$ cat config.mk
export PLATFORM = sky130hd
export DESIGN_NAME = note_player
export DESIGN_NICKNAME = d
export VERILOG_FILES = /design/src/rtl/synth_pkg.sv /design/src/rtl/note_step_ram.sv /design/src/rtl/note_player.sv
export SDC_FILE = /design/constraint.sdc
export NUM_CORES = 1
export LEC_CHECK = 0
export ABC_AREA = 1
export BUFFER_PORTS_ARGS = -buffer_cell sky130_fd_sc_hd__buf_2
export CORE_MARGIN = 4
export CORE_UTILIZATION = 60
export DETAILED_ROUTE_END_ITERATION = 10
export PLACE_DENSITY = 0.8
export RECOVER_POWER = 100
export SYNTH_ARGS = -nofsm -noshare
export SYNTH_HDL_FRONTEND = slang
export SYNTH_HIERARCHICAL = 1
export SYNTH_SLANG_ARGS = --single-unit
$ cat constraint.sdc
create_clock -name Clk -period 4 [get_ports Clk]
set_clock_uncertainty 0.1 [all_clocks]
set_input_delay 0.2 -clock Clk [delete_from_list [all_inputs] [get_ports Clk]]
set_output_delay 0.2 -clock Clk [all_outputs]
set_load 0.01 [all_outputs]
$ cat src/rtl/synth_pkg.sv
// Shared types and constants for the note sequencer.
package synth_pkg;

    typedef enum logic [1:0] {IDLE, GATE, WAIT} state_t;

    localparam int NOTE_MAX = 127;
    localparam int NOTE_W   = 7;

    // Clamp a signed note sum into the playable 0..NOTE_MAX range.
    function automatic logic [NOTE_W-1:0] sat_note(input logic signed [9:0] v);
        logic [NOTE_W-1:0] r;
        if (v < 10'sd0)
            r = '0;
        else if (v > 10'sd127)
            r = NOTE_W'(NOTE_MAX);
        else
            r = v[NOTE_W-1:0];
        return r;
    endfunction

endpackage

$ cat src/rtl/note_step_ram.sv
// Step table: one write port, one registered read port; contents survive reset.
module note_step_ram #(
    parameter int DEPTH = 16,
    parameter int AW    = 4
) (
    input  logic          Clk,
    input  logic          wrEn,
    input  logic [AW-1:0] wrAddr,
    input  logic [7:0]    wrData,
    input  logic [AW-1:0] rdAddr,
    output logic [7:0]    rdData
);

    logic [7:0] mem [DEPTH];

    always_ff @(posedge Clk) begin
        if (wrEn)
            mem[wrAddr] <= wrData;
        rdData <= mem[rdAddr];
    end

endmodule

$ cat src/rtl/note_player.sv
// Step sequencer: plays a NUM_STEPS note/rest table with gate timing.
// Optional transpose input compiled in with NOTE_PLAYER_TRANSPOSE_EN.
module note_player
    import synth_pkg::*;
#(
    parameter int NUM_STEPS = 16,
    parameter int CNT_W     = 24
) (
    input  logic                         Clk,
    input  logic                         Reset,
    input  logic                         play,
    input  logic                         stepWrEn,
    input  logic [$clog2(NUM_STEPS)-1:0] stepWrAddr,
    input  logic [NOTE_W-1:0]            stepWrNote,
    input  logic                         stepWrRest,
    input  logic [CNT_W-1:0]             tickPeriod,
    input  logic [CNT_W-1:0]             gateLen,
`ifdef NOTE_PLAYER_TRANSPOSE_EN
    input  logic [7:0]                   transpose,
`endif
    output logic                         noteTrig,
    output logic                         noteOff,
    output logic [31:0]                  noteIdx,
    output logic [$clog2(NUM_STEPS)-1:0] stepIdx,
    output logic                         playing
);

    localparam int AW = $clog2(NUM_STEPS);

    state_t           state;
    logic [CNT_W-1:0] cnt, tickQ, gateQ;
    logic [7:0]       rdData;
    logic [AW-1:0]    rdAddr, nextStep;
    logic             tickEnd, gateEnd, start, stop;
    logic [NOTE_W-1:0] loadNote;

    note_step_ram #(.DEPTH(NUM_STEPS), .AW(AW)) u_ram (
        .Clk    (Clk),
        .wrEn   (stepWrEn),
        .wrAddr (stepWrAddr),
        .wrData ({stepWrRest, stepWrNote}),
        .rdAddr (rdAddr),
        .rdData (rdData)
    );

    always_comb begin
        tickEnd  = (cnt == tickQ - CNT_W'(1));
        gateEnd  = (state == GATE) && (cnt == gateQ - CNT_W'(1)) && (gateQ < tickQ);
        start    = play && ((state == IDLE) || tickEnd);
        stop     = !play && (state != IDLE);
        nextStep = (state == IDLE) ? '0 : stepIdx + AW'(1);
        // The read port always fetches the step after the one playing after
        // this edge, so back-to-back step starts find their data ready.
        if (Reset || stop)
            rdAddr = '0;
        else if (start)
            rdAddr = nextStep + AW'(1);
        else if (state == IDLE)
            rdAddr = '0;
        else
            rdAddr = stepIdx + AW'(1);
`ifdef NOTE_PLAYER_TRANSPOSE_EN
        loadNote = sat_note($signed({3'b000, rdData[NOTE_W-1:0]}) +
                            $signed({{2{transpose[7]}}, transpose}));
`else
        loadNote = rdData[NOTE_W-1:0];
`endif
    end

    always_ff @(posedge Clk) begin
        if (Reset) begin
            state    <= IDLE;
            cnt      <= '0;
            tickQ    <= '0;
            gateQ    <= '0;
            noteTrig <= 1'b0;
            noteOff  <= 1'b0;
            noteIdx  <= '0;
            stepIdx  <= '0;
            playing  <= 1'b0;
        end else begin
            noteTrig <= 1'b0;
            noteOff  <= 1'b0;
            if (start) begin
                stepIdx <= nextStep;
                cnt     <= '0;
                tickQ   <= (tickPeriod == '0) ? CNT_W'(1) : tickPeriod;
                gateQ   <= (gateLen == '0) ? CNT_W'(1) : gateLen;
                playing <= 1'b1;
                if (rdData[7]) begin
                    state   <= WAIT;
                    noteOff <= (state == GATE);
                end else begin
                    state    <= GATE;
                    noteTrig <= 1'b1;
                    noteIdx  <= 32'(loadNote);
                end
            end else if (stop) begin
                state   <= IDLE;
                playing <= 1'b0;
                stepIdx <= '0;
                cnt     <= '0;
                noteOff <= (state == GATE);
            end else if (state != IDLE) begin
                cnt <= cnt + CNT_W'(1);
                if (gateEnd) begin
                    noteOff <= 1'b1;
                    state   <= WAIT;
                end
            end
        end
    end

endmodule

### Word level (Yosys, flattened, before mapping)

Memories as Yosys holds them, arrays and structs flattened. A register that Yosys moved wholly into a read port is not among the register bits.
Cells that the tools add are included.

| storage, ports and cells | value |
|---|---|
| flip-flop bits (word level) | 88 |
| bits in writable memories | 128 |
| output and inout port bits | 39 |
| word-level logic and storage cells | 61 |
| memories kept | 1 |

| cells by class | value |
|---|---|
| add/subtract/negate cells | 5 |
| $lt $le $gt $ge | 1 |
| equality and inequality tests | 3 |
| mux-type cells | 22 |
| bitwise logic cells | 2 |
| reduce and logical (&&, ||, !) cells | 18 |

Memories:

| memory | depth | width | read ports | clocked after memory_dff | write ports | RTL line | text |
|---|---|---|---|---|---|---|---|
| u_ram.mem | 16 | 8 | 1 | 1 | 1 | note_step_ram.sv:14 | `logic [7:0] mem [DEPTH];` |

Operators with widths:

| operator | count |
|---|---|
| == test 24 bit | 2 |
| zero test 24 bit | 2 |
| 2-to-1 mux 24 bit | 2 |
| subtractor 24 x 1 -> 24 bit (second input constant) | 2 |
| adder 24 x 1 -> 24 bit (second input constant) | 1 |
| less-than comparator 24 bit | 1 |
| 2-to-1 mux 4 bit | 5 |
| 2-to-1 mux 1 bit | 10 |
| 2-to-1 mux 2 bit | 5 |
| adder 4 x 1 -> 4 bit (second input constant) | 2 |
| nonzero test 3 bit | 2 |
| logical AND 1 bit | 4 |
| AND reduction 2 bit | 2 |
| nonzero test 2 bit | 2 |
| OR reduction 3 bit | 1 |
| == test 2 x 1 -> 1 bit (second input constant) | 1 |
| zero test 2 bit | 1 |
| logical OR 1 bit | 2 |
| inverter 1 bit | 2 |
| OR reduction 2 bit | 1 |
| zero test 1 bit | 1 |

### Logic depth before layout (Yosys ltp)

| logic depth | value |
|---|---|
| word-level depth | 8 |
| mapped depth | 25 |
| mapped depth without buffers | 23 |

### Modules after synthesis

The synthesis kept the hierarchy.

Modules (own cells, without submodules):

| module | times used | cells an instance | area each (µm²) | sequential area each (µm²) |
|---|---|---|---|---|
| note_player | 1 | 1,018 | 6,490.0 | 1,761.7 |
| note_step_ram | 1 | 551 | 5,766.8 | 4,003.8 |

### Worst setup path before layout

No wires, ideal clock.

| path | value |
|---|---|
| path kind | register -> register |
| start | reg tickQ[1] |
| end | reg u_ram.rdData[1] (read register of u_ram.mem) |
| library setup time | 114 ps |
| data arrival time | 2,726 ps |
| data required time | 3,786 ps |
| setup slack | 1,061 ps |
| cell stages (with the launch flop) | 24 |
| buffers on the path | 3 |
| period minus slack after synthesis | 2,939 ps |
| cell sequence | dfxtp_1 > inv_1 > ha_1 > nand2_2 > nor2_4 > nand2_1 > o21ai_1 > nand2_1 > nor2_1 > nand2_1 > nor2_2 > nand2_2 > a21oi_4 > buf_2 > ha_1 > inv_1 > nor2_1 > buf_6 > buf_4 > nand2_1 > nand3_1 > nand3_1 > nand3_1 > nand2_1 |

| on the way | value |
|---|---|
| longest elaborated chain between the ends | 6 |

Ends and longest elaborated chain:

| item | RTL line | text |
|---|---|---|
| start, declared | note_player.sv:31 | `logic [CNT_W-1:0] cnt, tickQ, gateQ;` |
| start signal, assigned | note_player.sv:87 | `tickQ <= (tickPeriod == '0) ? CNT_W'(1) : tickPeriod;` |
| subtractor 24 x 1 -> 24 bit | note_player.sv:47 | `tickEnd = (cnt == tickQ - CNT_W'(1));` |
| == test 24 bit | note_player.sv:47 |  |
| logical OR 1 bit | note_player.sv:49 | `start = play && ((state == IDLE) \|\| tickEnd);` |
| logical AND 1 bit | note_player.sv:49 |  |
| 2-to-1 mux 4 bit | note_player.sv:56 | `else if (start)` |
| 2-to-1 mux 4 bit | note_player.sv:54 | `if (Reset \|\| stop)` |
| via rdAddr[0] | note_player.sv:33 | `logic [AW-1:0] rdAddr, nextStep;` |
| end, declared | note_step_ram.sv:11 | `output logic [7:0] rdData` |

The timed path passes the listed nets, and every way through them passes these cells.
A chain may end at the register's enable or synchronous reset.

### Worst setup path after layout

| path | value |
|---|---|
| start | reg tickQ[1] |
| end | reg u_ram.rdData[0] (read register of u_ram.mem) |

The elaborated chain is that of the path after synthesis.

==> flow_metrics.py <==
metrics = {
    "status": {
        "status": "completed",
    },
    "timing": {
        "max_freq_ghz": 0.276,
        "fin_hold_ws_ns": 0.206,
        "setup_viol": 0,
        "worst_pin_slew_ns": 1.01,
        "period_share_pct": 90.5,
        "rsz0062_at_grt": "no",
        "max_slew_margin_pct": 32.2,
        "period_minus_slack_ns": 3.62,
        "timing.final.hold_violations": 0,
        "maxSlewViolCount": 0,
        "fin_tns_setup_ns": 0,
    },
    "logic_synthesis": {
        "ys_warn_count": 6,
        "synth_cells": 1569,
        "syn_avg_cell_area_sq_um": 7.81,
        "ys_seq_elements": 224,
        "ys_seq_area_share_pct": 47.0,
        "synth_cell_types": 35,
        "synth_area_sq_um": 12300,
    },
    "power_and_ir_drop": {
        "intPower_uw": 4730,
        "cellPowerDensity_nw_per_um2": 525,
        "pwr-share-seq_pct": 38.4,
        "clkPwrFrac_pct": 31.2,
        "leakage_uw": 0.00638,
        "switching_share_pct": 36.0,
        "p_sw_uw": 2660,
        "total_power_uw": 7390,
        "vdd_ir_drop_max_v": 0.000452,
        "combPwrFrac_pct": 30.5,
    },
    "detailed_routing": {
        "vias": 10845,
        "post-route-drc-count": 0,
        "vias_per_cell": 5.49,
        "drt-initial-drc-count": 932,
        "detail-route-antenna-nets": 0,
        "dr.pass1.iters": 5,
        "wirelength_um": 33700,
        "drt-wirelength-per-cell_um": 17.1,
    },
    "clocking": {
        "cts_buffer_depth": 3,
        "cts_tree": "built",
        "htree_levels": 1,
        "cts_made_buffers": 24,
        "clk_pin_slew_ns": 0.06,
        "cts-resized-gates": 0,
        "clockRootBuffer": "clkbuf_16",
        "cts_setup_buffers": 0,
        "clock-sinks": 224,
        "clk_latency_ns": 0.55,
    },
    "global_routing": {
        "grt_pass1_vias": 10634,
        "grt_first_pass_wirelength_um": 53200,
        "grt_usage_pct": 29.7,
        "grt_start_max_net_pins": 65,
        "antenna_found_initial": 0,
        "overflow": 0,
    },
    "setup_path": {
        "cp.arrival_ns": 3.93,
        "startpoint_type": "flop",
        "timing.critical_path.from": "tickQ[1]$_SDFFE_PP0P_",
        "slowest_stage": "buf_4",
        "reg2reg_from": "tickQ[1]$_SDFFE_PP0P_",
        "cp-end-kind": "flop",
        "worstPathMaxFanout": 64,
        "crit_type": "flop to flop",
        "path_cells": "inv_1 -> ha_1 -> nand3_1 -> nor2_1 -> nand2_1 -> nand2_1 -> nand2_1 -> nor2_1 -> nand2_1 -> nor2_1 -> nand2_2 -> a21oi_4 -> ha_1 -> inv_1 -> nor2_4 -> buf_4 -> nand2_1 -> nand3_1 -> nand3_1 -> nand3_1 -> nand2_1",
        "critPathMostFrequentCell": "nand2_1",
        "critPathRequiredTime_ns": 4.31,
        "cpPeakStageDelay_ns": 0.55,
    },
    "placed_design": {
        "place_inst": 1869,
        "finalWeightedCongestion": 0.917,
        "placed_area_sq_um": 12700,
        "io_buffers": 77,
        "dpl.hpwl_um": 23100,
    },
    "layout": {
        "finalNonFillerCells": 1975,
        "final_cell_mix": "408 x nand2_1, 232 x inv_1, 175 x nor2_1",
        "nets": 1780,
        "drive_above_1_share_pct": 7.51,
        "syn_to_final_growth_pct": 14.7,
        "fin_area_sq_um": 14100,
        "diodes": 0,
        "final_common_cell": "nand2_1",
    },
    "floorplanning": {
        "die_w_um": 151,
        "num_io_pins": 103,
        "initial_core_util_pct": 60.8,
        "fp-row-count": 52,
        "dieArea_sq_um": 22800,
        "core_area_sq_um": 20200,
        "die_h_um": 151,
    },
    "run": {
        "cap_violations": 0,
    },
    "min_path": {
        "min_from": "stepWrAddr[1]",
        "hold_class": "primary input to flop",
    },
}
-- final cells by class --
type                            instances  area, sq um
Fill cell                            1594         6110
Clock inverter                         10          133
Multi-Input combinational cell       1050         5160
Clock buffer                           34          699
Tap cell                              270          338
Timing Repair Buffer                  150         1070
Sequential cell                       224         5770
Inverter                              237          890
-- state kept, by name, summed over array words and instances (netlist names) --
| signal | count |
|---|---|
| noteTrig | 1 |
| noteIdx | 7 |
| state | 2 |
| noteOff | 1 |
| gateQ | 24 |
| u_ram/mem | 128 |
| cnt | 24 |
| tickQ | 24 |
| stepIdx | 4 |
| u_ram/rdData | 8 |
| playing | 1 |
-- synth_stat cells (all sizes together) --
library cell | number | area [sq um]
nor2 | 185 | 747
buf | 64 | 462
nor4 | 5 | 31.3
inv | 235 | 882
clkinv | 2 | 7.51
a41o | 2 | 20.0
o21a | 1 | 7.51
xnor2 | 26 | 228
nor3 | 15 | 75.1
nand3 | 169 | 846
dfxtp | 96 | 1920
o21ai | 59 | 295
xor2 | 37 | 324
nand2 | 413 | 1570
a211oi | 9 | 103
edfxtp | 128 | 3840
nand4 | 26 | 163
nor3b | 1 | 7.51
a21oi | 30 | 161
or2 | 3 | 18.8
nand3b | 15 | 113
ha | 29 | 363
clkbuf | 18 | 68.8
conb | 1 | 3.75
-- power by group through the flow --
stage                     sequential [uW]  clock (uW)  combinational [uW]
after floorplan                      2800           0                1700
final                                2830        2300                2250
after CTS                            2830        2320                2240
after detailed placement             2880           0                2170
after global routing                 2850        2410                2540
after global placement               2870           0                2110
-- metrics by stage --
| step | utilization, % | setup slack, ns |
|---|---|---|
| 2_1_floorplan | - | 1.06 |
| 3_3_place_gp | 62.7 | 0.522 |
| 3_5_place_dp | 62.7 | 0.463 |
| 4_1_cts | 69.9 | 0.375 |
| 5_1_grt | 69.7 | 0.0650 |
| 6_report | 69.7 | 0.379 |
-- routing by layer --
metal,vias to the layer above,wire (um),global-route usage [%]
met2,454,17400,53.9
met1,5112,12300,34.2
met5,-,0,0
met3,101,2270,4.13
li1,5178,-,-
met4,0,1730,14.8
-- worst max-delay path: cells and delay by family (launching register included) --
family	cells	cell delay, ns
DFF	1	0.33
AOI/OAI and AO/OA	1	0.14
buffers and inverters	3	0.74
adders and majority gates	2	0.39
and+or+nand+nor	15	1.76
-- cell families (layout without fill, tap and decap cells) --
family	Yosys count	after routing	synth area share, %
AND/OR/NAND/NOR	832	832	29.1
buffers and inverters	319	431	11.6
flip-flops	224	224	47.0
AO/OA/AOI/OAI	101	101	4.79
XOR/XNOR	63	63	4.50
adder cells (fa/ha/maj)	29	29	2.96
other	1	25	0.0306
-- final timing paths --
check / end / slack (ns) / depth (start not counted)
max: u_ram/rdData[0]$_DFF_P_ / 0.38 / 21
min: u_ram/mem[7][3]$_DFFE_PP_ / 0.21 / 3
min reg2reg: playing$_SDFFE_PP0P_ / 0.38 / 2
max reg2reg: u_ram/rdData[0]$_DFF_P_ / 0.38 / 21
-- timing repair --
item / 4_1_cts / 5_1_grt
hold buffers: 62 / 0
hold endpoints to repair: 175 / 0
endpoints found under the setup margin: 0 / 0
Note: power is estimated with default switching activity, not from simulation.
